File: config.mk
export PLATFORM = sky130hd
export DESIGN_NAME = acorn128_host_if
export DESIGN_NICKNAME = d
export VERILOG_FILES = /design/src/rtl/acorn128_pkg.sv /design/src/rtl/acorn128_word_stage.sv /design/src/rtl/acorn128_host_if.sv
export SDC_FILE = /design/constraint.sdc
export NUM_CORES = 1
export LEC_CHECK = 0
export BUFFER_PORTS_ARGS = -buffer_cell sky130_fd_sc_hd__buf_4
export CORE_AREA = 4 4 443 445
export CTS_CLUSTER_DIAMETER = 60
export DETAILED_ROUTE_END_ITERATION = 10
export DIE_AREA = 0 0 447 449
export PLACE_DENSITY = 0.44
export SLEW_MARGIN = 20
export SYNTH_ARGS = -nofsm -noshare
export SYNTH_HDL_FRONTEND = slang
export SYNTH_SLANG_ARGS = --single-unit
File: constraint.sdc
create_clock -name clk -period 2.3 [get_ports clk]
set_input_delay 0.345 -clock clk [delete_from_list [all_inputs] [get_ports clk]]
set_output_delay 0.345 -clock clk [all_outputs]
set_load 0.01 [all_outputs]
File: src/rtl/acorn128_pkg.sv
// ---------------------------------------------------------------------------
// acorn128_pkg
//   Shared definitions for the ACORN-128 host front end:
//     - ACORN_BLK_W / ACORN_LEN_W : staging register widths
//     - host_state_t              : host interface FSM states
//     - wr_sel_t                  : word-write field select codes
//     - ACORN_CNT_W               : width of the RUN-state cycle counter
// ---------------------------------------------------------------------------
package acorn128_pkg;

  localparam int ACORN_BLK_W = 128;
  localparam int ACORN_LEN_W = 64;
  localparam int ACORN_CNT_W = 12;

  typedef enum logic [1:0] {
    ST_IDLE   = 2'd0,
    ST_RUN    = 2'd1,
    ST_DROP   = 2'd2,
    ST_RESULT = 2'd3
  } host_state_t;

  typedef enum logic [2:0] {
    SEL_KEY     = 3'd0,
    SEL_IV      = 3'd1,
    SEL_AD      = 3'd2,
    SEL_TEXT    = 3'd3,
    SEL_EXP_TAG = 3'd4,
    SEL_LEN     = 3'd5,
    SEL_RSVD6   = 3'd6,
    SEL_RSVD7   = 3'd7
  } wr_sel_t;

endpackage

File: src/rtl/acorn128_word_stage.sv
// ---------------------------------------------------------------------------
// acorn128_word_stage
//   One staging register of BLK_W bits loaded WORD_W bits at a time.
//   Word idx 0 maps to bits [WORD_W-1:0]. Indices beyond the last word of
//   the register are ignored.
// Ports
//   clk    in   clock, rising edge
//   rst_n  in   asynchronous active-low reset, clears the register
//   we     in   write enable for this field
//   idx    in   word index
//   data   in   word data
//   q      out  full register contents
// ---------------------------------------------------------------------------
module acorn128_word_stage #(
  parameter int WORD_W = 32,
  parameter int BLK_W  = 128,
  parameter int IDX_W  = 2
) (
  input  logic              clk,
  input  logic              rst_n,
  input  logic              we,
  input  logic [IDX_W-1:0]  idx,
  input  logic [WORD_W-1:0] data,
  output logic [BLK_W-1:0]  q
);

  localparam int N_WORDS = BLK_W / WORD_W;

  genvar gi;
  generate
    for (gi = 0; gi < N_WORDS; gi++) begin : g_word
      logic [WORD_W-1:0] word_q;

      always_ff @(posedge clk or negedge rst_n) begin
        if (!rst_n) begin
          word_q <= '0;
        end else if (we && (idx == IDX_W'(gi))) begin
          word_q <= data;
        end
      end

      assign q[gi*WORD_W +: WORD_W] = word_q;
    end
  endgenerate

endmodule

File: src/rtl/acorn128_host_if.sv
// ---------------------------------------------------------------------------
// acorn128_host_if
//   Host-side front end for acorn128_top. The host loads key, IV, AD, text,
//   length (and optionally an expected tag) as word writes; a command then
//   holds core_start high until the core reports ready, captures the core's
//   ciphertext and tag, drops start for one cycle so the core re-arms, and
//   offers the result on a valid/ready port.
//
//   Optional feature macro: TAG_VERIFY_EN
//     defined   : exp_tag staging register is built; decrypt results carry
//                 res_tag_ok = (core_tag == exp_tag) and res_data is zeroed
//                 on a mismatch.
//     undefined : wr_sel 4 writes complete but are discarded; res_tag_ok = 1.
//
// Ports
//   clk, rst_n                    clock / async active-low reset
//   wr_valid/wr_ready             host word write handshake (IDLE only)
//   wr_sel, wr_idx, wr_data       field select, word index, data
//   cmd_valid/cmd_ready           start-operation handshake
//   cmd_encrypt                   1 encrypt, 0 decrypt
//   core_start, core_encrypt      control to acorn128_top
//   core_key/iv/ad/text, core_len staging registers to acorn128_top
//   core_ready, core_ct, core_tag status/results from acorn128_top
//   res_valid/res_ready           result handshake
//   res_data, res_tag             captured ciphertext / tag
//   res_err                       1 = operation aborted by timeout
//   res_tag_ok                    tag verification outcome
//   busy                          operation in progress
// ---------------------------------------------------------------------------
module acorn128_host_if
  import acorn128_pkg::*;
#(
  parameter int WORD_W      = 32,
  parameter int TIMEOUT_CYC = 4000
) (
  input  logic                   clk,
  input  logic                   rst_n,
  input  logic                   wr_valid,
  output logic                   wr_ready,
  input  logic [2:0]             wr_sel,
  input  logic [1:0]             wr_idx,
  input  logic [WORD_W-1:0]      wr_data,
  input  logic                   cmd_valid,
  output logic                   cmd_ready,
  input  logic                   cmd_encrypt,
  output logic                   core_start,
  output logic                   core_encrypt,
  output logic [ACORN_BLK_W-1:0] core_key,
  output logic [ACORN_BLK_W-1:0] core_iv,
  output logic [ACORN_BLK_W-1:0] core_ad,
  output logic [ACORN_BLK_W-1:0] core_text,
  output logic [ACORN_LEN_W-1:0] core_len,
  input  logic                   core_ready,
  input  logic [ACORN_BLK_W-1:0] core_ct,
  input  logic [ACORN_BLK_W-1:0] core_tag,
  output logic                   res_valid,
  input  logic                   res_ready,
  output logic [ACORN_BLK_W-1:0] res_data,
  output logic [ACORN_BLK_W-1:0] res_tag,
  output logic                   res_err,
  output logic                   res_tag_ok,
  output logic                   busy
);

  host_state_t            state_q;
  logic                   core_start_q;
  logic                   core_encrypt_q;
  logic [ACORN_CNT_W-1:0] cnt_q;
  logic                   res_valid_q;
  logic [ACORN_BLK_W-1:0] res_data_q;
  logic [ACORN_BLK_W-1:0] res_tag_q;
  logic                   res_err_q;

  logic                   in_idle;
  logic                   wr_fire;
  logic                   cmd_fire;
  logic                   timeout_hit;
  logic [ACORN_BLK_W-1:0] cap_data_d;

  // ------------------------------------------------------------------
  // Host handshakes. A pending write blocks the command for that cycle,
  // so a command issued together with a write runs on the updated data.
  // ------------------------------------------------------------------
  assign in_idle   = (state_q == ST_IDLE);
  assign wr_ready  = in_idle;
  assign cmd_ready = in_idle && !wr_valid;
  assign wr_fire   = in_idle && wr_valid;
  assign cmd_fire  = cmd_valid && cmd_ready;
  assign busy      = !in_idle;

  assign timeout_hit = (cnt_q == ACORN_CNT_W'(TIMEOUT_CYC - 1));

  // ------------------------------------------------------------------
  // Staging registers
  // ------------------------------------------------------------------
  acorn128_word_stage #(.WORD_W(WORD_W), .BLK_W(ACORN_BLK_W), .IDX_W(2)) u_key (
    .clk(clk), .rst_n(rst_n), .we(wr_fire && (wr_sel == SEL_KEY)),
    .idx(wr_idx), .data(wr_data), .q(core_key)
  );

  acorn128_word_stage #(.WORD_W(WORD_W), .BLK_W(ACORN_BLK_W), .IDX_W(2)) u_iv (
    .clk(clk), .rst_n(rst_n), .we(wr_fire && (wr_sel == SEL_IV)),
    .idx(wr_idx), .data(wr_data), .q(core_iv)
  );

  acorn128_word_stage #(.WORD_W(WORD_W), .BLK_W(ACORN_BLK_W), .IDX_W(2)) u_ad (
    .clk(clk), .rst_n(rst_n), .we(wr_fire && (wr_sel == SEL_AD)),
    .idx(wr_idx), .data(wr_data), .q(core_ad)
  );

  acorn128_word_stage #(.WORD_W(WORD_W), .BLK_W(ACORN_BLK_W), .IDX_W(2)) u_text (
    .clk(clk), .rst_n(rst_n), .we(wr_fire && (wr_sel == SEL_TEXT)),
    .idx(wr_idx), .data(wr_data), .q(core_text)
  );

  // Length is 64 bits wide, so only the low word indices land.
  acorn128_word_stage #(.WORD_W(WORD_W), .BLK_W(ACORN_LEN_W), .IDX_W(2)) u_len (
    .clk(clk), .rst_n(rst_n), .we(wr_fire && (wr_sel == SEL_LEN)),
    .idx(wr_idx), .data(wr_data), .q(core_len)
  );

`ifdef TAG_VERIFY_EN
  logic [ACORN_BLK_W-1:0] exp_tag;
  logic                   cap_tag_ok_d;
  logic                   res_tag_ok_q;

  acorn128_word_stage #(.WORD_W(WORD_W), .BLK_W(ACORN_BLK_W), .IDX_W(2)) u_exp_tag (
    .clk(clk), .rst_n(rst_n), .we(wr_fire && (wr_sel == SEL_EXP_TAG)),
    .idx(wr_idx), .data(wr_data), .q(exp_tag)
  );

  // Encrypt has nothing to verify; decrypt must match the expected tag.
  assign cap_tag_ok_d = core_encrypt_q || (core_tag == exp_tag);
  // Unauthenticated plaintext is never released.
  assign cap_data_d   = cap_tag_ok_d ? core_ct : '0;
  assign res_tag_ok   = res_tag_ok_q;
`else
  assign cap_data_d   = core_ct;
  assign res_tag_ok   = 1'b1;
`endif

  // ------------------------------------------------------------------
  // Operation FSM with registered outputs
  // ------------------------------------------------------------------
  always_ff @(posedge clk or negedge rst_n) begin
    if (!rst_n) begin
      state_q        <= ST_IDLE;
      core_start_q   <= 1'b0;
      core_encrypt_q <= 1'b0;
      cnt_q          <= '0;
      res_valid_q    <= 1'b0;
      res_data_q     <= '0;
      res_tag_q      <= '0;
      res_err_q      <= 1'b0;
`ifdef TAG_VERIFY_EN
      res_tag_ok_q   <= 1'b0;
`endif
    end else begin
      case (state_q)
        ST_IDLE: begin
          if (cmd_fire) begin
            state_q        <= ST_RUN;
            core_start_q   <= 1'b1;
            core_encrypt_q <= cmd_encrypt;
            cnt_q          <= '0;
          end
        end

        ST_RUN: begin
          // core_ready is checked first so a ready arriving on the
          // timeout cycle still yields a good result.
          if (core_ready) begin
            res_data_q   <= cap_data_d;
            res_tag_q    <= core_tag;
            res_err_q    <= 1'b0;
`ifdef TAG_VERIFY_EN
            res_tag_ok_q <= cap_tag_ok_d;
`endif
            core_start_q <= 1'b0;
            state_q      <= ST_DROP;
          end else if (timeout_hit) begin
            res_data_q   <= '0;
            res_tag_q    <= '0;
            res_err_q    <= 1'b1;
`ifdef TAG_VERIFY_EN
            // A decrypt that never finished is not authenticated.
            res_tag_ok_q <= core_encrypt_q;
`endif
            core_start_q <= 1'b0;
            state_q      <= ST_DROP;
          end else begin
            cnt_q <= cnt_q + ACORN_CNT_W'(1);
          end
        end

        // One full cycle with start low lets the core fall back to WAITING.
        ST_DROP: begin
          state_q     <= ST_RESULT;
          res_valid_q <= 1'b1;
        end

        ST_RESULT: begin
          if (res_ready) begin
            res_valid_q <= 1'b0;
            state_q     <= ST_IDLE;
          end
        end

        default: begin
          state_q      <= ST_IDLE;
          core_start_q <= 1'b0;
          res_valid_q  <= 1'b0;
        end
      endcase
    end
  end

  assign core_start   = core_start_q;
  assign core_encrypt = core_encrypt_q;
  assign res_valid    = res_valid_q;
  assign res_data     = res_data_q;
  assign res_tag      = res_tag_q;
  assign res_err      = res_err_q;

endmodule

==> impl_results.md, run 1 <==
- Syn Area/Cell: 16.0 um2
- F_max: 439 MHz
- Largest net degree at the start of global routing: 72
- Final core utilization: 0.265
- First-pass DRT Iterations: 4
- Root buffer cell: clkbuf_16
- Site Rows: 161
- Most frequent cells in the layout: 1,217 x buf_4, 850 x dfrtp_1, 547 x mux2_2
- Crit-path max FO: 8
- IO Count: 1,140
- Initial DRC Count: 992
- # clock sinks: 850
- Worst slack at placement: -0.0338 ns
- Clock-pin slew on the worst setup and hold paths: 0.06 ns
- Fin. max-slew vios: 0
- Vias in the first global route: 25,449
- Dpl cells: 5,608
- Hold Path Origin: wr_data[14]
- Drt total wl: 150 mm
- Synth Register Bits: 850
- CTS Buf Count: 110
- WHS Path Cells: 2
- Most common cell after layout, fill and taps aside: buf_4
- Design area: 0.0508 mm2
- Max cap viols: 0
- Synthesized cell area: 0.0316 mm2
- Arrival time worst endpoint: 2.87 ns
- Sequential area share after synthesis: 0.673
- Fin Hold WS: 0.0990 ns
- Top-area cell type share of the netlist area: 0.673
- Final Cycle Share: 0.991
- Status: completed
- PD cells: 1180 mW/mm2
- ANT nets after route: 0
- Post-DP Area: 0.0442 mm2
- Post-synth EDFFs: 0
- Ys flop type: dfrtp_1
- Syn nets: 2,277
- Synthesis warning total: 0
- Hold Crit Class: input port to flip-flop
- H-tree levels: 3
- Die Area: 0.201 mm2
- GPL Wtd Cong: 0.822
- CP required: 2.89 ns
- VDD IR max: 0.664 mV
- Worst setup SP type: flip-flop
- Port bufs: 1,138
- Critical Path End Type: flip-flop
- Area leader, netlist: dfrtp_1
- Core area: 0.192 mm2
- DRC: 0
- Total gr overflow: 0
- Worst Setup Slack, final: 0.0204 ns
- Initial antenna violation count: 21
- FF-to-FF setup slack: 0.02 ns
- Layout area overhead: 60.9%
- Vias/cell: 3.87
- Nets: 3,770
- Setup Viol. Count Final: 0
- Initial core utilization: 0.164
- Final hold viol count: 0
- Die H: 449 um
- Post-DP HPWL: 111 mm
- R2R Path Start: state_q[0]
- Distinct cells, synth: 49
- CTS Buffer Depth: 3
- Die X: 447 um
- CTS tree: yes
- Hold Path Sink: u_key.g_word[1].word_q[14]
- Final non-filler cell total: 6,091
- Leakage power total: 0.0255 uW
- Share of layout cells above drive strength 1: 0.577
- Top post-synthesis cells by area: dfrtp_1 67%, mux2_2 20%, a22o_1 7.2%
- Reg2Reg Depth: 8
- GRT Overall Usage: 0.144
- Synth async-reset ratio: 1.00
- Clock latency at the later pin of the worst-skew pair: 0.72 ns
- Reg2reg end: u_key.g_word[0].word_q[13]
- Via count: 23,576
- First-pass GRT wire length: 206 mm
- Clock skew: 0.0210 ns
- Drt wl/cell: 24.6 um
- Worst Max-Slew Pin Slew: 0.595 ns
- Critical path class: flip-flop to flip-flop
- Slew HR: 0.603
- Cells after synthesis: 1,971
- Final Critical Period: 2.28 ns
- Unrepaired setup endpoints after global routing: yes
-- sequential cells by signal, summed over array words and instances, names as in the netlist --
register	cells
u_len.g_word.word_q	64
core_start	1
u_ad.g_word.word_q	128
res_data	128
state_q	2
u_key.g_word.word_q	128
u_text.g_word.word_q	128
core_encrypt	1
cnt_q	12
res_err	1
u_iv.g_word.word_q	128
res_valid	1
res_tag	128
-- stage by stage --
stage	power, uW	TNS, ns
2_1_floorplan	29600	0
3_3_place_gp	42000	-1.32
3_5_place_dp	42100	-0.476
4_1_cts	60800	0
5_1_grt	62800	-1.79
6_report	59900	0
-- critical path, stage by stage (launching register included) --
cell,delay (ns)
dfrtp_1,0.39
inv_2,0.09
ha_4,0.13
and3b_2,0.20
or3b_4,0.44
nor3_4,0.23
buf_6,0.19
buf_8,0.15
mux2_2,0.34
-- how the worst max path moves through the flow --
stage / startpoint / end / slack (ns) / depth (start not counted)
floorplan: state_q[0] / u_key.g_word[0].word_q[10] / 0.05 / 7
global placement: state_q[0] / u_key.g_word[2].word_q[2] / -0.04 / 7
detailed placement: state_q[0] / u_key.g_word[0].word_q[5] / -0.03 / 7
CTS: state_q[0] / u_key.g_word[0].word_q[22] / 0.0005 / 7
global route: state_q[1] / u_key.g_word[0].word_q[18] / -0.07 / 8
finish: state_q[0] / u_key.g_word[0].word_q[13] / 0.02 / 8
-- timing repair --
action | in CTS | in global routing
pin swaps | 0 | 2
endpoints found under the setup margin | 23 | 107
setup buffers | 0 | 5
resized for setup | 2 | 34
cloned | 0 | 3
hold buffers | 262 | 0
endpoints found under the hold margin | 752 | 0
-- area by class of cell --
| cell class | instances | area (um2) |
|---|---|---|
| Antenna cell | 12 | 30.0 |
| Clock buffer | 156 | 3220 |
| Clock inverter | 45 | 556 |
| Fill cell | 19998 | 141000 |
| Inverter | 8 | 30.0 |
| Multi-Input combinational cell | 961 | 9790 |
| Sequential cell | 850 | 21300 |
| Tap cell | 2526 | 3160 |
| Timing Repair Buffer | 1533 | 12800 |
-- power breakdown --
part / internal [uW] / switching [uW]
clock network: 10600 / 7190
logic: 10300 / 9220
registers: 19600 / 3020
-- cell families (layout without fill, tap and decap cells) --
logic type | after synthesis | in the layout | share of synthesized area
buf+inv | 160 | 1742 | 0.0235
mux | 581 | 581 | 0.207
flops | 850 | 850 | 0.673
simple gates | 90 | 90 | 0.0166
other cells | 1 | 13 | 0.000119
fa+ha+maj | 6 | 6 | 0.00238
compound gates | 283 | 283 | 0.0772
-- cells in the mapped netlist, types with 2 or more instances --
library cell and count:
mux2_2 571, o21ai_0 5, dfrtp_1 850, buf_2 66, inv_1 8, buf_1 5, nand2b_1 7, buf_4 10
nor4_1 4, nand4b_1 2, or4_1 2, nand4_1 5, clkbuf_1 68, a41o_1 2, nor2b_1 3, mux2_1 9
nand3_1 11, nor2_1 13, nor2_2 3, and2_1 3, o211ai_1 2, buf_6 3, and3b_1 2, o22ai_1 3
a21oi_1 3, nor3_1 4, a22o_1 259, nand3b_1 4, nand2_1 19, ha_1 6
-- per-layer routing --
layer | global-route usage | wire [um] | vias up | share of wire
li1 | - | - | 10202 | -
met1 | 0.153 | 54600 | 12297 | 0.36
met2 | 0.264 | 78900 | 835 | 0.53
met3 | 0.0412 | 9750 | 238 | 0.065
met4 | 0.0625 | 6520 | 4 | 0.044
met5 | 0.00361 | 118 | - | 0.00079
Power figures use the tool's default switching activity.
==> inputs of run 2 (changes only) <==
CORE_AREA = 4 4 444 446   (was 4 4 443 445)
DIE_AREA = 0 0 448 450   (was 0 0 447 449)
SYNTH_HIERARCHICAL = 1   (was default)
==> run 2 against run 1 <==
  * Core utilization is 0.083 points lower
  * Register-to-register slack better by 0.06 ns
  * Routed wire length is 4.7% lower
  * Synthesized cell count is 2.3% lower
  * Via count is 0.77% lower
  * Critical endpoint is now u_ad/g_word[0].word_q[30]
==> impl_results.md, run 2 <==
- CTS Buf Count: 112 (+1.8%)
- Worst setup SP type: flip-flop
- Fin. max-slew vios: 0 (unchanged)
- Clock latency at the later pin of the worst-skew pair: 0.75 ns (+0.03 ns)
- CP required: 2.91 ns (+0.02 ns)
- Core area: 0.193 mm2 (+0.21%)
- Unrepaired setup endpoints after global routing: yes
- Layout area overhead: 60.3%
- Initial antenna violation count: 17 (-19%)
- Mux share of post-synthesis cell area: 0.207 (about the same)
- Hold Path Sink: u_text/g_word[2].word_q[22]
- Comb pwr share: 0.327 (+0.002)
- CTS tree: yes
- Synth async-reset ratio: 1.00 (unchanged)
- Adder-cell share of the synthesized area: 0.00237 (-0.00000582)
- Design area: 0.0508 mm2 (-0.10%)
- Synthesis warning total: 6 (+6)
- Die H: 450 um (+0.22%)
- Hold Crit Class: input port to flip-flop
- Distinct cells, synth: 48 (-2.0%)
- Post-DP Area: 0.0441 mm2 (-0.17%)
- Synthesized cell area: 0.0317 mm2 (+0.25%)
- Post-synth EDFFs: 0 (unchanged)
- First-pass DRT Iterations: 5 (+1)
- Critical Path Max Stage Delay: 0.38 ns (-0.06 ns)
- Drt wl/cell: 23.5 um (-4.6%)
- Top post-synthesis cells by area: dfrtp_1 67%, mux2_2 20%, a22o_1 7.2%
- # clock sinks: 850 (unchanged)
- Clock-pin slew on the worst setup and hold paths: 0.06 ns (about the same)
- Setup Viol. Count Final: 0 (unchanged)
- Slowest cell on the critical path: dfrtp_1
- DRC: 0 (unchanged)
- Initial core utilization: 0.164 (about the same)
- Final hold viol count: 0 (unchanged)
- FF-to-FF setup slack: 0.08 ns (+0.06 ns)
- R2R Path Start: state_q[1]
- Synth top cells by count: 850 x dfrtp_1, 570 x mux2_2, 259 x a22o_1, 47 x buf_2, 24 x clkbuf_1
- Vias in the first global route: 25,370 (-0.31%)
- Initial DRC Count: 1,085 (+9.4%)
- Power Internal: 40,100 uW (-0.81%)
- Reg2reg end: u_ad/g_word[0].word_q[30]
- GRT Overall Usage: 0.136 (-0.00832)
- Drt total wl: 143 mm (-4.7%)
- Ys flop type: dfrtp_1
- Status: completed
- Clock share of power: 0.293 (-0.004)
- F_max: 451 MHz (+2.7%)
- Worst slack at placement: -0.270 ns (-0.236 ns)
- Vias/cell: 3.85 (-0.66%)
- ANT nets after route: 0 (unchanged)
- Cells after synthesis: 1,926 (-2.3%)
- Arrival time worst endpoint: 2.82 ns (-0.05 ns)
- Post-DP HPWL: 104 mm (-5.7%)
- Worst Setup Slack, final: 0.0813 ns (+0.0609 ns)
- Largest family of logic cells by synthesized area: multiplexers
- Slew HR: 0.562 (-0.0412)
- Most frequent cells in the layout: 1,221 x buf_4, 850 x dfrtp_1, 560 x mux2_2
- Die Area: 0.202 mm2 (+0.45%)
- Switching power: 19,100 uW (-1.8%)
- Most common cell after layout, fill and taps aside: buf_4
- Final Cycle Share: 0.965 (-0.0265)
- VDD IR max: 0.686 mV (+3.4%)
- Critical Path End Type: flip-flop
- Worst Max-Slew Pin Slew: 0.657 ns (+0.0618 ns)
- Syn nets: 2,232 (-2.0%)
- H-tree levels: 3 (unchanged)
- Synth Register Bits: 850 (unchanged)
- Sw frac: 0.322 (-0.00220)
- IO Count: 1,140 (unchanged)
- Final Critical Period: 2.22 ns (-0.0609 ns)
- Share of layout cells above drive strength 1: 0.576 (about the same)
- XOR/XNOR share of the synthesized area: 0 (unchanged)
- Syn Area/Cell: 16.4 um2 (+2.6%)
- Clock skew: 0.0315 ns (+0.0105 ns)
- Top-area cell type share of the netlist area: 0.672 (-0.00165)
- First-pass GRT wire length: 197 mm (-4.3%)
- Sequential area share after synthesis: 0.672 (-0.00165)
- Leakage power total: 0.0254 uW (-0.41%)
- Hold Path Origin: wr_data[22]
- Port bufs: 1,138 (unchanged)
- GPL Wtd Cong: 0.783 (-4.6%)
- CTS Buffer Depth: 3 (unchanged)
- Die X: 448 um (+0.22%)
- Total gr overflow: 0 (unchanged)
- Synth Area in Compound Gates: 0.0780 (+0.000798)
- Flop pwr share: 0.380 (+0.003)
- Top-count cell post-synth: dfrtp_1
- Cells along the critical path: inv_2 -> ha_4 -> nand2_8 -> nor4b_4 -> buf_4 -> nor3b_4 -> buf_6 -> buf_12 -> mux2_2
- Critical path class: flip-flop to flip-flop
- WHS Path Cells: 2 (unchanged)
- PD cells: 1170 mW/mm2 (-1.0%)
- Via count: 23,394 (-0.77%)
- Reg2Reg Depth: 9 (+1)
- Nets: 3,768 (-0.053%)
- Site Rows: 161 (unchanged)
- Max cap viols: 0 (unchanged)
- Largest net degree at the start of global routing: 82 (+14%)
- Crit-path max FO: 6 (-2)
- Synth Area in Simple Gates: 0.0157 (-0.000910)
- Area leader, netlist: dfrtp_1
- Root buffer cell: clkbuf_16
[run 2: routing by layer]
metal | routed length, um | track usage | up-vias
met2 | 77100 | 0.256 | 798
li1 | - | - | 10232
met4 | 5240 | 0.0531 | 0
met3 | 7770 | 0.0298 | 193
met1 | 52800 | 0.147 | 12171
met5 | 0 | 0 | -
[run 2: how the worst max path moves through the flow]
stage	slack [ns]	depth (start not counted)	start	to
CTS	-0.004	10	state_q[1]	u_ad/g_word[0].word_q[11]
floorplan	-0.05	7	state_q[0]	u_ad/g_word[0].word_q[10]
global placement	-0.30	8	state_q[1]	u_iv/g_word[0].word_q[23]
finish	0.08	9	state_q[1]	u_ad/g_word[0].word_q[30]
detailed placement	-0.27	8	state_q[1]	u_iv/g_word[0].word_q[29]
global route	-0.02	6	state_q[1]	cmd_ready
[run 2: timing repair]
action,CTS,global route
setup endpoints to repair,341,380
gates cloned,1,3
pin swaps,1,3
hold endpoints to repair,614,0
hold buffers,266,0
resized for setup,15,17
buffers inserted,13,3
[run 2: worst max-delay path, delay by kind of cell, from the launching register on]
family	cells	cell delay, ns
DFF	1	0.38
and+or+nand+nor	3	0.57
buffers and inverters	4	0.61
muxes	1	0.34
adders and majority gates	1	0.18
[run 2: cells by family (layout without fill, tap and decap cells)]
family / Yosys count / after routing
flip-flops: 850 / 850
multiplexers: 582 / 582
adder cells (fa/ha/maj): 6 / 6
other: 1 / 6
AND/OR/NAND/NOR: 75 / 75
AO/OA/AOI/OAI: 287 / 287
buffers and inverters: 125 / 1752
[run 2: final cells by class]
type | instances | area, um2
Antenna cell | 5 | 12.5
Clock buffer | 159 | 3220
Clock inverter | 46 | 488
Fill cell | 20068 | 142000
Inverter | 6 | 22.5
Multi-Input combinational cell | 951 | 9770
Sequential cell | 850 | 21300
Tap cell | 2526 | 3160
Timing Repair Buffer | 1541 | 12800
[run 2: power groups by stage]
stage | clock [uW] | combinational, uW | sequential, uW
finish | 17300 | 19400 | 22500
global route | 18600 | 20600 | 23000
CTS | 18100 | 19700 | 22500
detailed placement | 0 | 19200 | 22600
global placement | 0 | 19100 | 22600
floorplan | 0 | 5600 | 24200
[run 2: per-stage QoR]
stage	power (uW)	utilization	hold WS [ns]	cells	setup TNS, ns
after floorplan	29800	-	0.0494	1926	-3.03
after global placement	41700	0.229	0.273	5590	-37.98
after detailed placement	41800	0.229	0.272	5590	-27.20
after CTS	60200	0.263	0.00812	6074	-0.00542
after global routing	62200	0.264	0.0504	6083	-0.0786
final	59200	0.264	0.0948	6084	0
